`src/rtl/muldiv_pkg.sv`:
```
// Shared types and helpers for the iterative multiply/divide/modulo unit.
// Latency: n/a (types and a combinational helper only).
// Backpressure: n/a.
package muldiv_pkg;

  // Widest operand the magnitude helper handles.
  localparam int MAXW = 64;

  typedef enum logic [1:0] {
    OP_MUL  = 2'd0,
    OP_DIV  = 2'd1,
    OP_MOD  = 2'd2,
    OP_MULH = 2'd3
  } op_e;

  typedef enum logic [1:0] {
    IDLE = 2'd0,
    CALC = 2'd1,
    FIX  = 2'd2,
    DONE = 2'd3
  } state_e;

  // Magnitude of a zero-extended operand whose sign bit sits at index msb.
  // The caller keeps the low bits, so |-2^(msb)| comes back as 2^(msb).
  function automatic logic [MAXW-1:0] mag_fn(input logic [MAXW-1:0] x,
                                             input logic [5:0]      msb,
                                             input logic            sgn);
    logic [MAXW-1:0] r;
    r = x;
    if (sgn && x[msb]) begin
      r = -x;
    end
    return r;
  endfunction

endpackage

```
`src/rtl/muldiv_core.sv`:
```
// Unsigned radix-2 datapath: shift-add multiply or restoring shift-subtract divide.
// Latency: WIDTH steps after start; done is high during the last step.
// Backpressure: none; steps every cycle while busy, start reloads unconditionally.
module muldiv_core #(
  parameter int WIDTH = 8
) (
  input  logic             clk,
  input  logic             rst_n,
  input  logic             start,
  input  logic             div_mode,
  input  logic [WIDTH-1:0] op_x,     // multiplicand / dividend (magnitude)
  input  logic [WIDTH-1:0] op_y,     // multiplier / divisor (magnitude)
  output logic             done,
  output logic [WIDTH-1:0] hi_dat,   // product high half / remainder
  output logic [WIDTH-1:0] lo_dat    // product low half / quotient
);

  localparam int CW = $clog2(WIDTH);

  logic             busy_q, busy_d;
  logic             div_q, div_d;
  logic [CW-1:0]    cnt_q, cnt_d;
  logic [WIDTH-1:0] acc_q, acc_d;
  logic [WIDTH-1:0] sh_q, sh_d;
  logic [WIDTH-1:0] b_q, b_d;

  logic [WIDTH:0]   mul_sum;
  logic [WIDTH:0]   div_shift;
  logic             div_ge;
  logic [WIDTH-1:0] div_diff;

  // One iteration step: load on start, otherwise advance while busy.
  always_comb begin
    busy_d = busy_q;
    div_d  = div_q;
    cnt_d  = cnt_q;
    acc_d  = acc_q;
    sh_d   = sh_q;
    b_d    = b_q;

    mul_sum   = {1'b0, acc_q} + (sh_q[0] ? {1'b0, b_q} : '0);
    div_shift = {acc_q, sh_q[WIDTH-1]};
    div_ge    = (div_shift >= {1'b0, b_q});
    // When div_ge holds the true difference is below b_q, so WIDTH bits suffice.
    div_diff  = div_shift[WIDTH-1:0] - b_q;

    if (start) begin
      busy_d = 1'b1;
      div_d  = div_mode;
      cnt_d  = CW'(WIDTH - 1);
      acc_d  = '0;
      sh_d   = div_mode ? op_x : op_y;
      b_d    = div_mode ? op_y : op_x;
    end else if (busy_q) begin
      if (div_q) begin
        // A zero divisor always subtracts: quotient all ones, remainder = dividend.
        acc_d = div_ge ? div_diff : div_shift[WIDTH-1:0];
        sh_d  = {sh_q[WIDTH-2:0], div_ge};
      end else begin
        acc_d = mul_sum[WIDTH:1];
        sh_d  = {mul_sum[0], sh_q[WIDTH-1:1]};
      end
      if (cnt_q == '0) begin
        busy_d = 1'b0;
      end else begin
        cnt_d = cnt_q - 1'b1;
      end
    end
  end

  // Datapath registers.
  always_ff @(posedge clk or negedge rst_n) begin
    if (!rst_n) begin
      busy_q <= 1'b0;
      div_q  <= 1'b0;
      cnt_q  <= '0;
      acc_q  <= '0;
      sh_q   <= '0;
      b_q    <= '0;
    end else begin
      busy_q <= busy_d;
      div_q  <= div_d;
      cnt_q  <= cnt_d;
      acc_q  <= acc_d;
      sh_q   <= sh_d;
      b_q    <= b_d;
    end
  end

  assign done   = busy_q && (cnt_q == '0);
  assign hi_dat = acc_q;
  assign lo_dat = sh_q;

endmodule

```
`src/rtl/seq_muldivmod.sv`:
```
// Iterative signed/unsigned MUL, MULH, DIV, MOD with valid/ready on both sides.
// Latency: out_valid rises WIDTH+1 edges after the accept edge, operand independent.
// Backpressure: result held in DONE until out_ready; in_ready only in IDLE.
module seq_muldivmod
  import muldiv_pkg::*;
#(
  parameter int WIDTH = 8
) (
  input  logic             clk,
  input  logic             rst_n,
  input  logic             in_valid,
  output logic             in_ready,
  input  logic [1:0]       op,
  input  logic             is_signed,
  input  logic [WIDTH-1:0] a,
  input  logic [WIDTH-1:0] b,
  output logic             out_valid,
  input  logic             out_ready,
  output logic [WIDTH-1:0] res,
  output logic             div_by_zero
);

  state_e           state_q;
  op_e              op_q;
  logic [WIDTH-1:0] a_q;
  logic             neg_q;
  logic             a_neg_q;
  logic             bz_q;
  logic [WIDTH-1:0] res_q;
  logic             dbz_q;
  logic             out_valid_q;

  op_e              op_in;
  logic             in_div;
  logic             a_neg, b_neg;
  logic [WIDTH-1:0] a_mag, b_mag;
  logic             accept;

  logic             core_done;
  logic [WIDTH-1:0] core_hi, core_lo;

  logic [2*WIDTH-1:0] prod, prod_fix;
  logic [WIDTH-1:0]   quo_fix, rem_fix;
  logic [WIDTH-1:0]   res_d;
  logic               dbz_d;

  // Sign pre-processing on the incoming request.
  always_comb begin
    op_in  = op_e'(op);
    in_div = (op_in == OP_DIV) || (op_in == OP_MOD);
    a_neg  = is_signed & a[WIDTH-1];
    b_neg  = is_signed & b[WIDTH-1];
    a_mag  = WIDTH'(mag_fn(MAXW'(a), 6'(WIDTH - 1), is_signed));
    b_mag  = WIDTH'(mag_fn(MAXW'(b), 6'(WIDTH - 1), is_signed));
    accept = in_valid && (state_q == IDLE);
  end

  assign in_ready = (state_q == IDLE);

  muldiv_core #(
    .WIDTH (WIDTH)
  ) muldiv_core_u (
    .clk      (clk),
    .rst_n    (rst_n),
    .start    (accept),
    .div_mode (in_div),
    .op_x     (in_div ? a_mag : a_mag),
    .op_y     (b_mag),
    .done     (core_done),
    .hi_dat   (core_hi),
    .lo_dat   (core_lo)
  );

  // Sign correction and result selection; divide-by-zero overrides the magnitudes.
  always_comb begin
    prod     = {core_hi, core_lo};
    prod_fix = neg_q ? -prod : prod;
    quo_fix  = neg_q ? -core_lo : core_lo;
    rem_fix  = a_neg_q ? -core_hi : core_hi;
    dbz_d    = bz_q && ((op_q == OP_DIV) || (op_q == OP_MOD));
    res_d    = '0;
    case (op_q)
      OP_MUL:  res_d = prod_fix[WIDTH-1:0];
      OP_MULH: res_d = prod_fix[2*WIDTH-1:WIDTH];
      OP_DIV:  res_d = bz_q ? '1 : quo_fix;
      OP_MOD:  res_d = bz_q ? a_q : rem_fix;
      default: res_d = '0;
    endcase
  end

  // Control FSM with registered request fields and outputs.
  always_ff @(posedge clk or negedge rst_n) begin
    if (!rst_n) begin
      state_q     <= IDLE;
      op_q        <= OP_MUL;
      a_q         <= '0;
      neg_q       <= 1'b0;
      a_neg_q     <= 1'b0;
      bz_q        <= 1'b0;
      res_q       <= '0;
      dbz_q       <= 1'b0;
      out_valid_q <= 1'b0;
    end else begin
      case (state_q)
        IDLE: begin
          if (in_valid) begin
            state_q <= CALC;
            op_q    <= op_in;
            a_q     <= a;
            neg_q   <= a_neg ^ b_neg;
            a_neg_q <= a_neg;
            bz_q    <= (b == '0);
          end
        end
        CALC: begin
          if (core_done) begin
            state_q <= FIX;
          end
        end
        FIX: begin
          res_q       <= res_d;
          dbz_q       <= dbz_d;
          out_valid_q <= 1'b1;
          state_q     <= DONE;
        end
        DONE: begin
          if (out_ready) begin
            out_valid_q <= 1'b0;
            state_q     <= IDLE;
          end
        end
        default: state_q <= IDLE;
      endcase
    end
  end

  assign out_valid   = out_valid_q;
  assign res         = res_q;
  assign div_by_zero = dbz_q;

endmodule

```
`config.mk`:
```
export PLATFORM = sky130hd
export DESIGN_NAME = seq_muldivmod
export DESIGN_NICKNAME = d
export VERILOG_FILES = /design/src/rtl/muldiv_pkg.sv /design/src/rtl/muldiv_core.sv /design/src/rtl/seq_muldivmod.sv
export SDC_FILE = /design/constraint.sdc
export NUM_CORES = 1
export LEC_CHECK = 0
export CORE_MARGIN = 3
export CORE_UTILIZATION = 54
export DETAILED_ROUTE_END_ITERATION = 7
export GPL_TIMING_DRIVEN = 0
export PLACE_DENSITY = 0.78
export SLEW_MARGIN = 25
export SYNTH_ARGS = -nofsm -noshare
export SYNTH_HDL_FRONTEND = slang
export SYNTH_SLANG_ARGS = --single-unit
export TNS_END_PERCENT = 1
```
`constraint.sdc`:
```
create_clock -name clk -period 2.4 [get_ports clk]
set_input_delay 0.24 -clock clk [delete_from_list [all_inputs] [get_ports clk]]
set_output_delay 0.24 -clock clk [all_outputs]
set_load 0.02 [all_outputs]
```
=== Word level (Yosys, flattened, before mapping) ===
Index checks and enable logic that the tools add are counted.

* Bitwise gates (word level): 3
* Magnitude comparators: 1
* Muxes and demuxes: 30
* Add/sub/neg operators: 8
* Eq/ne operators: 12
* Reductions and logical operators: 17

{| class="wikitable"
|+ Operators by type and width
! operator !! count
|-
| $mux 8 || 16
|-
| $neg 8->8 || 4
|-
| $pmux 8 s4 || 1
|-
| $mux 16 || 1
|-
| $neg 16->16 || 1
|-
| $eq 2x2->1 const B || 5
|-
| $add 8x9->9 || 1
|-
| $ge 9x8->1 || 1
|-
| $mux 3 || 3
|-
| $logic_not 8->1 || 1
|-
| $ne 2x2->1 const B || 4
|-
| $pmux 2 s4 || 1
|-
| $sub 8x8->8 || 1
|-
| $eq 2x1->1 const B || 3
|-
| $mux 2 || 3
|-
| $reduce_and 2->1 || 3
|-
| $logic_and 1x1->1 || 5
|-
| $logic_not 2->1 || 2
|-
| $mux 1 || 4
|-
| $reduce_bool 2->1 || 2
|-
| $logic_not 3->1 || 1
|-
| $reduce_and 3->1 || 1
|-
| $sub 3x1->3 const B || 1
|-
| $and 1x1->1 || 2
|-
| other kinds (3) || 4
|}

* Register bits after elaboration: 54
* Word-level logic and storage cells: 86
* Input bits: 23
* Output and inout bits: 11

=== Logic depth before layout (Yosys ltp) ===
* Depth after elaboration: 5
* Mapped depth: 11
* Gate-level depth less buffers: 11

=== By module ===
From an unflattened synthesis, not the netlist that was laid out.

* Cell total of the unflattened synthesis: 544
* Area total of the unflattened synthesis: 4619.4 um2

{| class="wikitable"
|+ Modules (own cells, without submodules)
! module !! cells an instance !! area an instance (um2) !! sequential area each (um2) !! times used
|-
| muldiv_core || 268 || 2363.5 || 725.7 || 1
|-
| seq_muldivmod || 276 || 2255.9 || 625.6 || 1
|}

=== Worst setup path after synthesis ===
OpenSTA, ideal clock, no wires.

* Path kind: reg-to-reg
* Start: register muldiv_core_u.acc_q[5] (netlist: muldiv_core_u.hi_dat[5])
* End: register muldiv_core_u.acc_q[1] (netlist: muldiv_core_u.hi_dat[1])
* Data arrival time: 2.254 ns
* Slack: 0.026 ns
* Setup time: 0.120 ns
* Cell stages (with the launch flop): 10
* Clock period less this slack: 2.374 ns
* Path through: dfrtp_1 -> ha_1 -> a2111o_1 -> a31oi_1 -> nand3_1 -> nand2_1 -> buf_2 -> mux2_2 -> a21oi_1 -> nor2_1

* Cells in the longest elaborated chain, start to end: 5

{| class="wikitable"
|+ Ends and longest elaborated chain
! item !! line !! source
|-
| start: declaration || muldiv_core.sv:23 || <nowiki>logic [WIDTH-1:0] acc_q, acc_d;</nowiki>
|-
| start signal: assignment || muldiv_core.sv:77 || <nowiki>acc_q <= '0;</nowiki>
|-
| start signal: assignment || muldiv_core.sv:84 || <nowiki>acc_q <= acc_d;</nowiki>
|-
| $ge 9x8->1 || muldiv_core.sv:43 || <nowiki>div_ge = (div_shift >= {1'b0, b_q});</nowiki>
|-
| $mux 8 || muldiv_core.sv:57 || <nowiki>acc_d = div_ge ? div_diff : div_shift[WIDTH-1:0];</nowiki>
|-
| $mux 8 || muldiv_core.sv:55 || <nowiki>if (div_q) begin</nowiki>
|-
| $mux 8 || muldiv_core.sv:54 || <nowiki>end else if (busy_q) begin</nowiki>
|-
| $mux 8 || muldiv_core.sv:47 || <nowiki>if (start) begin</nowiki>
|}

No other way between the ends. The select of a mux whose other input is x is not followed.
A chain may end at the register's enable or synchronous reset.

=== Worst setup path in the final report ===
Ends and elaborated chain as after synthesis.

==> results.json <==
{
  "preCtsSetupSlack_ps": -293,
  "share_clk_of_total_power_pct": 8.1,
  "part_of_the_yosys_area_used_for_sequential_elements_pct": 31.3,
  "power.share.combinational_pct": 68.3,
  "antennaDiodeCount": 0,
  "synth.net_count": 592,
  "tritoncts": "done",
  "max_slew.worst_pin.slew_ps": 681,
  "die_w_um": 95.5,
  "crit_family": "compound AO/OA/AOI/OAI gates",
  "chipHeight_um": 95.5,
  "share_seq_of_total_power_pct": 23.6,
  "path_clk_slew_ps": 110,
  "cp_data_arrival_time_ps": 2590,
  "hp-class": "input port to asynchronous set/reset pin",
  "proportion_of_register_bits_with_asynchronous_set_or_reset_after_synthesis_pct": 100,
  "irDropWorstVdd_mv": 0.648,
  "dr.first_iter.drc_count": 337,
  "yosys.area.top_type_share_pct": 31.3,
  "relSlewSlack_pct": 54.6,
  "final_core_utilization_pct": 67.7,
  "outcome": "finished, final reports clean",
  "final_cell_mix": "78 x nand2_1, 61 x o21ai_0, 47 x dfrtp_1",
  "postSynthCellCount": 537,
  "slew_violations": 0,
  "synth_adder_area_share_pct": 9.61,
  "wl_per_cell_um": 17.2,
  "start_util_pct": 57.4,
  "cts_buffers": 5,
  "drv.max_cap_violation_count": 0,
  "post-route-period-util_pct": 99.5,
  "fillers": 625,
  "globalRoute.busiestLayer": "met2",
  "power.density_cell_area_nw_per_um2": 1510,
  "placedCellCount": 669,
  "multiplexer_fraction_of_the_synthesized_cell_area_pct": 5.18,
  "detail_route.drc_violations": 0,
  "finish.cell_count_without_fillers": 690,
  "clkSinkCount": 54,
  "viasPerCell": 6.06,
  "setup-tns-final_ps": 0,
  "crit_path_max_fanout": 10,
  "timing.critical_path.cells": "ha_4, a2111o_1, a31oi_1, nand3_1, nand2_2, buf_6, mux2_2, a21oi_1, nor2_1",
  "grt_antenna_before_repair": 0,
  "ys_top_cells_by_area": "dfrtp_1 31%, ha_1 8.7%, o21ai_0 7.4%",
  "grt.overflow.total": 0,
  "hold_viol": 0,
  "fin_worst_skew_ps": 11.9,
  "avgSynthCellArea_um2": 8.05,
  "highest_delay_cell_along_the_critical_path": "dfrtp_2",
  "htree_levels": 2,
  "critical_path.endpoint_type": "register",
  "synth-simple-area-share_pct": 16.5,
  "setup_cp_type": "register to register",
  "die_area_um2": 9110,
  "maximum_number_of_pins_on_one_net_before_global_route_repair": 55,
  "gp_congestion": 0.962,
  "wire_length_of_the_first_global_routing_pass_um": 18600,
  "internal_power_uw": 3980,
  "synth_xor_area_share_pct": 8.10,
  "post-dp-hpwl_um": 8770,
  "power.net_switching_uw": 3690,
  "finalWorstPathRequiredPeriod_ps": 2390,
  "fin_nets": 646,
  "grt_setup_unrepaired": "yes",
  "dr_total_vias": 4178,
  "yosys_most_used_dff": "dfrtp_1",
  "layout_commonest_cell": "nand2_1",
  "max_freq_ghz": 0.419,
  "synth-edff-count": 0,
  "core_area_um2": 7520,
  "netlist-cell-type-count": 56,
  "num_rows": 31,
  "leak_pwr_uw": 0.00216,
  "switching_share_pct": 48.1,
  "grt_pass1_vias": 3865,
  "groute.usage.overall_pct": 26.2,
  "synth_top_family_by_area": "compound AO/OA/AOI/OAI gates",
  "groute.layer.met3.usage_pct": 3.79,
  "syn_to_final_growth_pct": 17.8,
  "cts_root_buffer": "clkbuf_8",
  "synth_compound_area_share_pct": 23.6,
  "setup_violators_final": 0,
  "port_buffers": 33,
  "grt.met2_usage_pct": 42.4,
  "setup.worst_path.start_class": "register",
  "path_buf_inv": 1,
  "first_pass_iteration_count_of_the_detailed_router": 5,
  "yosys_register_bits": 54,
  "syn_area_um2": 4320,
  "route.antenna.remaining_nets": 0,
  "yosys_warnings": 0,
  "fin_ws_ps": 11.5,
  "wirelength_um": 11900,
  "clk_latency_worst_skew_pair_ps": 320,
  "synth_top_area_cell": "dfrtp_1",
  "io_pins": 34,
  "grt_use_met1_pct": 35.8,
  "critPathMaxStageDelay_ps": 460,
  "endpoint_required_time_on_the_critical_path_ps": 2610,
  "drive_above_1_share_pct": 12.9,
  "cts.path.max_buffers": 2
}
-- what timing repair did --
action                     4_1_cts  5_1_grt
setup buffers                    4        9
gates resized for setup         14       24
hold buffers                     1        0
setup endpoints to repair       11       11
pin swaps                        2       16
hold endpoints to repair        30        0
-- power by group through the flow --
stage	Sequential, uW	Combinational, uW	Clock, uW
floorplan	1770	3440	0
global placement	1830	4480	0
detailed placement	1850	4590	0
CTS	1810	4840	625
global route	1860	5710	665
finish	1810	5240	622
-- metrics by stage --
step	total power (uW)	hold WS, ps	area, um^2
floorplan	5210	-55.6	4320
global placement	6310	463	4780
detailed placement	6440	326	4770
CTS	7270	494	4960
global route	8240	532	5090
finish	7670	485	5090
-- routing by layer --
metal  part of all wire, %  up-vias
met5                     0        -
met2                    47      174
met3                   6.5       27
met1                    45     1988
li1                      -     1989
met4                   1.9        0
-- state kept, by name, summed over array words and instances (netlist names) --
register              flops
op_q                      2
state_q                   2
a_q                       8
muldiv_core_u.hi_dat      8
bz_q                      1
muldiv_core_u.cnt_q       3
muldiv_core_u.busy_q      1
neg_q                     1
div_by_zero               1
muldiv_core_u.div_q       1
muldiv_core_u.lo_dat      8
muldiv_core_u.b_q         8
out_valid                 1
a_neg_q                   1
res                       8
-- worst register-to-register path, delay by kind of cell, from the launching register on --
family | cells | cell delay, ps
adders and majority gates | 1 | 280
buffers and inverters | 1 | 160
AOI/OAI and AO/OA | 3 | 710
DFF | 1 | 460
muxes | 1 | 340
and+or+nand+nor | 3 | 350
-- logic make-up (layout without fill, tap and decap cells) --
kind of cell | Yosys count | after routing
buffers and inverters | 64 | 118
muxes | 21 | 21
DFF | 54 | 54
xor gates and xnor gates | 40 | 40
adders and majority gates | 32 | 32
and+or+nand+nor | 161 | 161
AOI/OAI and AO/OA | 165 | 165
-- synth_stat cells, types with 10 or more instances --
master and instances:
clkbuf_1 20, inv_1 38, ha_1 30, a21oi_1 36, nor3_1 11, mux2_2 11, xnor2_1 24, o211ai_1 12
nor2_1 40, o21ai_0 64, mux2i_1 10, dfrtp_1 54, nand2_1 79, xor2_1 16
-- area by class of cell --
cell class,instances,area [um^2],share of cell area [%]
Clock inverter,2,38.8,0.761
Clock buffer,5,68.8,1.35
Multi-Input combinational cell,419,2810,55.1
Tap cell,99,124,2.43
Timing Repair Buffer,47,435,8.55
Inverter,38,145,2.85
Sequential cell,54,1360,26.7
Buffer,26,115,2.26
-- final timing paths --
kind                                      endpoint                     from  cells past startpoint  slack (ps)
setup / recovery           muldiv_core_u.hi_dat[1]  muldiv_core_u.hi_dat[5]                      9          10
hold / removal                              res[2]                    rst_n                      2         490
max in group asynchronous  muldiv_core_u.lo_dat[0]                    rst_n                      2        1400
hold reg to reg               muldiv_core_u.b_q[4]     muldiv_core_u.b_q[4]                      2         490
setup reg to reg           muldiv_core_u.hi_dat[1]  muldiv_core_u.hi_dat[5]                      9          10
min in group clk              muldiv_core_u.b_q[4]     muldiv_core_u.b_q[4]                      2         490
No activity file was read; power rests on OpenSTA's default activity.
